<file path="src/rtl/mvau_defn.sv">
// Shared definitions for the binary MVU processing element: folding factors,
// counter widths and the accumulate/output sequencer state.
package mvau_defn;

    localparam int unsigned MATRIX_W = 32;
    localparam int unsigned MATRIX_H = 4;
    localparam int unsigned SIMD     = 8;
    localparam int unsigned PE       = 2;
    localparam int unsigned TDSTI    = 16;

    localparam int unsigned SF = MATRIX_W / SIMD;
    localparam int unsigned NF = MATRIX_H / PE;

    // Width that can hold 0..n inclusive.
    function automatic int unsigned cnt_w(input int unsigned n);
        return $clog2(n + 32'd1);
    endfunction

    localparam int unsigned SF_CNT_W = $clog2(SF + 1);
    localparam int unsigned NF_CNT_W = $clog2(NF + 1);

    typedef enum logic {
        ACC = 1'b0,
        OUT = 1'b1
    } state_e;

endpackage

</file>
<file path="src/rtl/mvu_pe_popcount_acc_ctrl.sv">
// Folds SF popcount beats into one dot product per output row and streams the
// rows out on valid/ready, flagging the last of NF rows in each matrix.
module mvu_pe_popcount_acc_ctrl #(
    parameter int unsigned SF    = mvau_defn::SF,
    parameter int unsigned NF    = mvau_defn::NF,
    parameter int unsigned TDstI = mvau_defn::TDSTI
) (
    input  logic             aclk,
    input  logic             aresetn,
    input  logic             in_v,
    input  logic [TDstI-1:0] in_popcount,
    output logic             in_rdy,
    output logic             out_v,
    output logic [TDstI-1:0] out_acc,
    output logic             out_last,
    input  logic             out_rdy
);
    import mvau_defn::state_e;
    import mvau_defn::ACC;
    import mvau_defn::OUT;
    import mvau_defn::cnt_w;

    localparam int unsigned SF_W = cnt_w(SF);
    localparam int unsigned NF_W = cnt_w(NF);

    state_e             state_q,  state_d;
    logic [SF_W-1:0]    sf_cnt_q, sf_cnt_d;
    logic [NF_W-1:0]    nf_cnt_q, nf_cnt_d;
    logic [TDstI-1:0]   acc_q,    acc_d;
    logic               accept_s;
    logic               emit_s;
    logic               sf_last_s;
    logic               nf_last_s;

    assign sf_last_s = (sf_cnt_q == SF_W'(SF - 1));
    assign nf_last_s = (nf_cnt_q == NF_W'(NF - 1));

    assign out_v    = (state_q == OUT);
    assign out_acc  = acc_q;
    assign out_last = out_v && nf_last_s;
    // While a result waits, a new beat may only enter alongside its emission.
    assign in_rdy   = (state_q == ACC) ? 1'b1 : out_rdy;

    assign accept_s = in_v && in_rdy;
    assign emit_s   = out_v && out_rdy;

    // Next-state, fold counter, row counter and accumulator update.
    always_comb begin
        state_d  = state_q;
        sf_cnt_d = sf_cnt_q;
        nf_cnt_d = nf_cnt_q;
        acc_d    = acc_q;
        case (state_q)
            ACC: begin
                if (accept_s) begin
                    acc_d = (sf_cnt_q == SF_W'(0)) ? in_popcount : acc_q + in_popcount;
                    if (sf_last_s) begin
                        sf_cnt_d = SF_W'(0);
                        state_d  = OUT;
                    end else begin
                        sf_cnt_d = sf_cnt_q + SF_W'(1);
                    end
                end else begin
                    acc_d = acc_q;
                end
            end
            OUT: begin
                if (emit_s) begin
                    nf_cnt_d = nf_last_s ? NF_W'(0) : nf_cnt_q + NF_W'(1);
                    if (accept_s) begin
                        acc_d = in_popcount;
                        if (SF == 1) begin
                            sf_cnt_d = SF_W'(0);
                            state_d  = OUT;
                        end else begin
                            sf_cnt_d = SF_W'(1);
                            state_d  = ACC;
                        end
                    end else begin
                        state_d = ACC;
                    end
                end else begin
                    state_d = OUT;
                end
            end
            default: begin
                state_d  = ACC;
                sf_cnt_d = SF_W'(0);
                nf_cnt_d = NF_W'(0);
                acc_d    = '0;
            end
        endcase
    end

    // State, counters and accumulator registers.
    always_ff @(posedge aclk or negedge aresetn) begin
        if (!aresetn) begin
            state_q  <= ACC;
            sf_cnt_q <= '0;
            nf_cnt_q <= '0;
            acc_q    <= '0;
        end else begin
            state_q  <= state_d;
            sf_cnt_q <= sf_cnt_d;
            nf_cnt_q <= nf_cnt_d;
            acc_q    <= acc_d;
        end
    end

endmodule

</file>
<file path="config.mk">
export PLATFORM = sky130hd
export DESIGN_NAME = mvu_pe_popcount_acc_ctrl
export DESIGN_NICKNAME = d
export VERILOG_FILES = /design/src/rtl/mvau_defn.sv /design/src/rtl/mvu_pe_popcount_acc_ctrl.sv
export SDC_FILE = /design/constraint.sdc
export NUM_CORES = 1
export LEC_CHECK = 0
export ABC_AREA = 1
export BUFFER_PORTS_ARGS = -buffer_cell sky130_fd_sc_hd__clkbuf_2
export CAP_MARGIN = 20
export CORE_UTILIZATION = 50
export CTS_CLUSTER_DIAMETER = 30
export DETAILED_ROUTE_END_ITERATION = 7
export PLACE_DENSITY = 0.84
export SYNTH_ARGS = -nofsm -noshare
export SYNTH_HDL_FRONTEND = slang
export SYNTH_SLANG_ARGS = --single-unit
</file>
<file path="constraint.sdc">
create_clock -name aclk -period 2.1 [get_ports aclk]
set_clock_uncertainty 0.05 [all_clocks]
set_input_delay 0.105 -clock aclk [delete_from_list [all_inputs] [get_ports aclk]]
set_output_delay 0.105 -clock aclk [all_outputs]
set_load 0.1 [all_outputs]
</file>
Word-level counts from Yosys, hierarchy flattened --
Cells that the tools add are included. W data, S select, Z words.
Storage, ports and cells: register bits 22, word-level logic and storage cells 35, output and inout port bits 19, input bits 20
Operators by class: muxes and demuxes 16, add/sub/neg operators 3, bitwise logic cells 1, reductions and logical operators 6, equality and inequality tests 5
Operators by type and width (count):
- $mux W16 | 4
- $pmux W16 S2 | 1
- $add A16 B16 Y16 | 1
- $mux W3 | 4
- $pmux W3 S2 | 1
- $mux W1 | 4
- $ne A2 B1 Y1 const B | 2
- $add A3 B1 Y3 const B | 1
- $eq A3 B2 Y1 const B | 1
- $logic_and A1 B1 Y1 | 3
- $logic_not A3 Y1 | 1
- $reduce_and A3 Y1 | 1
- $add A2 B1 Y2 const B | 1
- $eq A2 B1 Y1 const B | 1
- $mux W2 | 1
- $ne A2 B2 Y1 const B | 1
- $pmux W1 S2 | 1
- $reduce_and A2 Y1 | 1
- $not A1 Y1 | 1

Longest topological paths before layout --
depth in word-level cells 5, depth in mapped cells 12, mapped depth without buffers 12

Least setup slack after synthesis --
Ideal clock, no wire load.
path kind register -> output, start reg state_q (netlist: out_v), end out out_last, cell stages (with the launch flop) 3, slack -1.229 ns, data arrival time 3.174 ns, path buffers 0, data required time 1.945 ns, cell sequence dfrtp_1 inv_2 nor3_1
On the way: cells in the longest elaborated chain, start to end 1
Ends and longest elaborated chain:
- start, declared | line mvu_pe_popcount_acc_ctrl.sv:26 | state_e state_q, state_d;
- start signal, assigned | line mvu_pe_popcount_acc_ctrl.sv:103 | state_q <= state_d;
- $logic_and A1 B1 Y1 | line mvu_pe_popcount_acc_ctrl.sv:40 | assign out_last = out_v && nf_last_s;
- end, declared | line mvu_pe_popcount_acc_ctrl.sv:15 | output logic out_last,
No other way between the ends.

Final worst setup path --
start reg acc_q[0] (netlist: out_acc[0]), end reg acc_q[14] (netlist: out_acc[14])
On the way: cells in the longest elaborated chain, start to end 4
Ends and longest elaborated chain:
- start, declared | line mvu_pe_popcount_acc_ctrl.sv:29 | logic [TDstI-1:0] acc_q, acc_d;
- start signal, assigned | line mvu_pe_popcount_acc_ctrl.sv:101 | acc_q <= '0;
- start signal, assigned | line mvu_pe_popcount_acc_ctrl.sv:106 | acc_q <= acc_d;
- $add A16 B16 Y16 | line mvu_pe_popcount_acc_ctrl.sv:56 | acc_d = (sf_cnt_q == SF_W'(0)) ? in_popcount : acc_q + in_popcount;
- $mux W16 | line mvu_pe_popcount_acc_ctrl.sv:56
- $mux W16 | line mvu_pe_popcount_acc_ctrl.sv:55 | if (accept_s) begin
- $pmux W16 S2 | line mvu_pe_popcount_acc_ctrl.sv:53 | case (state_q)
No other way between the ends. The select of a mux whose other input is x is not followed. A chain may end at the register's enable or synchronous reset.

==> PnR_summary.wiki <==
{| class="wikitable"
! Metric !! Value
|-
| Gate count after technology mapping || 317
|-
| Vias in the first global route || 1,811
|-
| Number of nets in the synthesized netlist || 355
|-
| Signed area change from the synthesized netlist to the final layout || 15.7%
|-
| Post-route standard cell area excluding fillers || 2320 um^2
|-
| Top post-synthesis cells by area || dfrtp_1 (27%), nand2_1 (20%), ha_1 (11%)
|-
| Number of enable flip-flop cells after synthesis || 0
|-
| Flip-flop and latch count after synthesis || 22
|-
| CTS Root Buffer Type || clkbuf_8
|-
| Later-pin clock latency in the skew report || 0.26 ns
|-
| Asr flop ratio synth || 100%
|-
| Sequential fraction of the synthesis area || 27.5%
|-
| Worst slack at placement || 0.227 ns
|-
| Cell Count Post-Placement || 401
|-
| Post-route minimum period || 1.87 ns
|-
| Fraction of layout cells with a size suffix above 1 || 18.7%
|-
| Overflow after GRT || 0
|-
| Measured slew at the worst slew-check pin || 0.576 ns
|-
| HPWL after DPL || 3480 um
|-
| Total number of yosys warnings || 0
|-
| Leading cell type by number of instances after synthesis || nand2_1
|-
| Mapped cell area || 2000 um^2
|-
| Critical path's slowest cell || fa_1
|-
| Vias post-DR || 2,032
|-
| Required arrival time at the worst endpoint || 2.21 ns
|-
| Quantity of gates resized following cts || 0
|-
| Detailed Routing Iterations Pass 1 || 4
|-
| Starting density of the core || 53.5%
|-
| Residual antenna-violating net count after detailed routing || 0
|-
| Maximum number of pins on one net before global-route repair || 27
|-
| H-tree levels || 1
|-
| CTS clk-pin slew, worst paths || 0.08 ns
|-
| Port buffer count || 38
|-
| Cell mode on critical path || nand2_1
|-
| First-pass GRT wire length || 7780 um
|-
| Endpoint, Worst Hold || out_acc[2]
|-
| Count of clock tree sinks || 22
|-
| Internal reg-to-reg setup slack || 0.23 ns
|-
| Routed wirelength normalized by instance count || 11.1 um
|-
| Crit path max fanout || 4
|-
| Overall die area || 4270 um^2
|-
| Average cell area after synthesis || 6.32 um^2
|-
| Main flop type after synthesis || dfrtp_1
|-
| Crit path setup slack, layout || 0.225 ns
|-
| Num CTS Buffers || 3
|-
| Max-slew violation count || 0
|-
| Area share of the largest cell type after synthesis || 27.5%
|-
| Number of antenna violations at the first check in global routing || 0
|-
| Max_slew headroom || 61.6%
|-
| Distinct cell type count after synthesis || 27
|-
| Number of vias per cell || 5.00
|-
| TritonCTS clock tree || built
|-
| Hold Violations, Final || 0
|-
| RSZ-0062 raised after global routing || false
|-
| Dpl cell area || 2250 um^2
|-
| R2R Path Start || out_acc[0]
|-
| Most common library cells after synthesis || nand2_1 (109), inv_1 (46), nor2_1 (40), nand3_1 (26)
|-
| Inserted Diodes || 0
|-
| Combined global-route utilization of all metal layers || 23.4%
|-
| Crit path largest cell delay || 0.42 ns
|-
| Startpoint of the most critical hold path || in_popcount[2]
|-
| Path type of the worst min-delay path || in2reg
|-
| Status || finished clean
|-
| Core Footprint || 3740 um^2
|-
| Post-detailed-routing wire length || 4500 um
|-
| Die width || 65.3 um
|-
| Arrival time worst endpoint || 1.99 ns
|-
| Die height || 65.3 um
|-
| Category of the worst setup path launch point || flop
|-
| Final setup fails || 0
|-
| Initial detailed-routing violation count || 113
|-
| Reg2reg path depth || 12
|-
| Element type at the critical path end || flop
|-
| Number of top-level design ports || 39
|-
| FMAX || 533 MHz
|-
| Max Buffers Root-to-Sink || 2
|-
| Final weighted congestion in routability-driven placement || 0.901
|-
| MaxCap Viol Count || 0
|-
| Worst hold path depth || 3
|-
| CP Cell Sequence || ha_1, fa_1, nand2_1, nand2_1, nand3_1, nand2_1, nand2_1, nand2_1, nand2_1, nand3_1, nand2_1, nand2_1
|-
| Final instance count without filler cells || 406
|-
| RR Endpoint || out_acc[14]
|-
| Count of standard-cell rows || 22
|-
| Number of DRC violations after detailed routing || 0
|-
| Nets@finish || 397
|-
| Total negative slack || 0 ns
|-
| Post-route clock period utilization || 89.3%
|-
| Worst Setup Path Type || reg2reg
|-
| Largest area contributor in the netlist || dfrtp_1
|}
[how the worst max path moves through the flow]
stage                           from           to  slack [ns]
final                     out_acc[0]  out_acc[14]        0.23
after global routing      out_acc[0]  out_acc[14]       0.009
after CTS                 out_acc[0]  out_acc[14]        0.21
after detailed placement  out_acc[0]   out_acc[8]        0.23
after global placement    out_acc[0]  out_acc[14]        0.26
after floorplan                out_v     out_last        0.01
[per-stage QoR]
step / util (%) / hold slack [ns]
2_1_floorplan: - / -0.241
3_3_place_gp: 60.2 / 0.0947
3_5_place_dp: 60.2 / 0.0825
4_1_cts: 62.0 / 0.0442
5_1_grt: 62.0 / 0.0805
6_report: 62.0 / 0.0499
[cells in the final DEF (no fill, tap or decap), drive strengths merged, types with 3 or more instances in the layout]
| master | synthesis | layout |
|---|---|---|
| clkbuf | 0 | 42 |
| nor2 | 41 | 41 |
| o21ai | 5 | 5 |
| ha | 17 | 17 |
| a21oi | 22 | 22 |
| inv | 48 | 48 |
| or2 | 6 | 6 |
| and2 | 3 | 3 |
| nand3 | 26 | 26 |
| nand2 | 111 | 111 |
| nor3 | 3 | 3 |
| dfrtp | 22 | 22 |
| xor2 | 3 | 3 |
[cell families (layout without fill, tap and decap cells)]
kind of cell | count (synthesis) | in the layout | synth area share [%]
AO/OA/AOI/OAI | 28 | 28 | 7.12
XOR/XNOR | 4 | 4 | 1.75
adder cells (fa/ha/maj) | 18 | 18 | 11.6
buffers and inverters | 52 | 93 | 11.2
flip-flops | 22 | 22 | 27.5
AND/OR/NAND/NOR | 193 | 193 | 40.8
[cell type report]
class | instances | area, um^2
clock buffer | 4 | 55.1
fill | 368 | 1420
inverter | 48 | 180
multi-input combinational | 243 | 1240
sequential | 22 | 569
tap | 48 | 60.1
timing repair buffer | 41 | 215
[registers in the layout, indices dropped and copies added (netlist names)]
signal / flops
out_v: 1
out_acc: 16
sf_cnt_q: 3
nf_cnt_q: 2
[worst max-delay path, delay by kind of cell, from the launching register on]
family / cells / cell delay [ns]
flip-flops: 1 / 0.41
adder cells (fa/ha/maj): 2 / 0.63
AND/OR/NAND/NOR: 10 / 0.68
[what timing repair did]
item | 4_1_cts | 5_1_grt
buffers inserted | 0 | 0
setup endpoints to repair | 0 | 0
hold endpoints to repair | 22 | 0
hold buffers | 1 | 0
[per-layer routing]
layer	share of wire (%)	global-route usage, %	vias to the layer above
met2	45	39.9	49
met4	0.84	5.98	0
li1	-	-	1068
met1	49	31.1	911
met3	4.4	2.95	4
met5	0	0	-
Power is not shown: default switching activity piles up to over one toggle a cycle in this logic, so the estimate is an artifact.
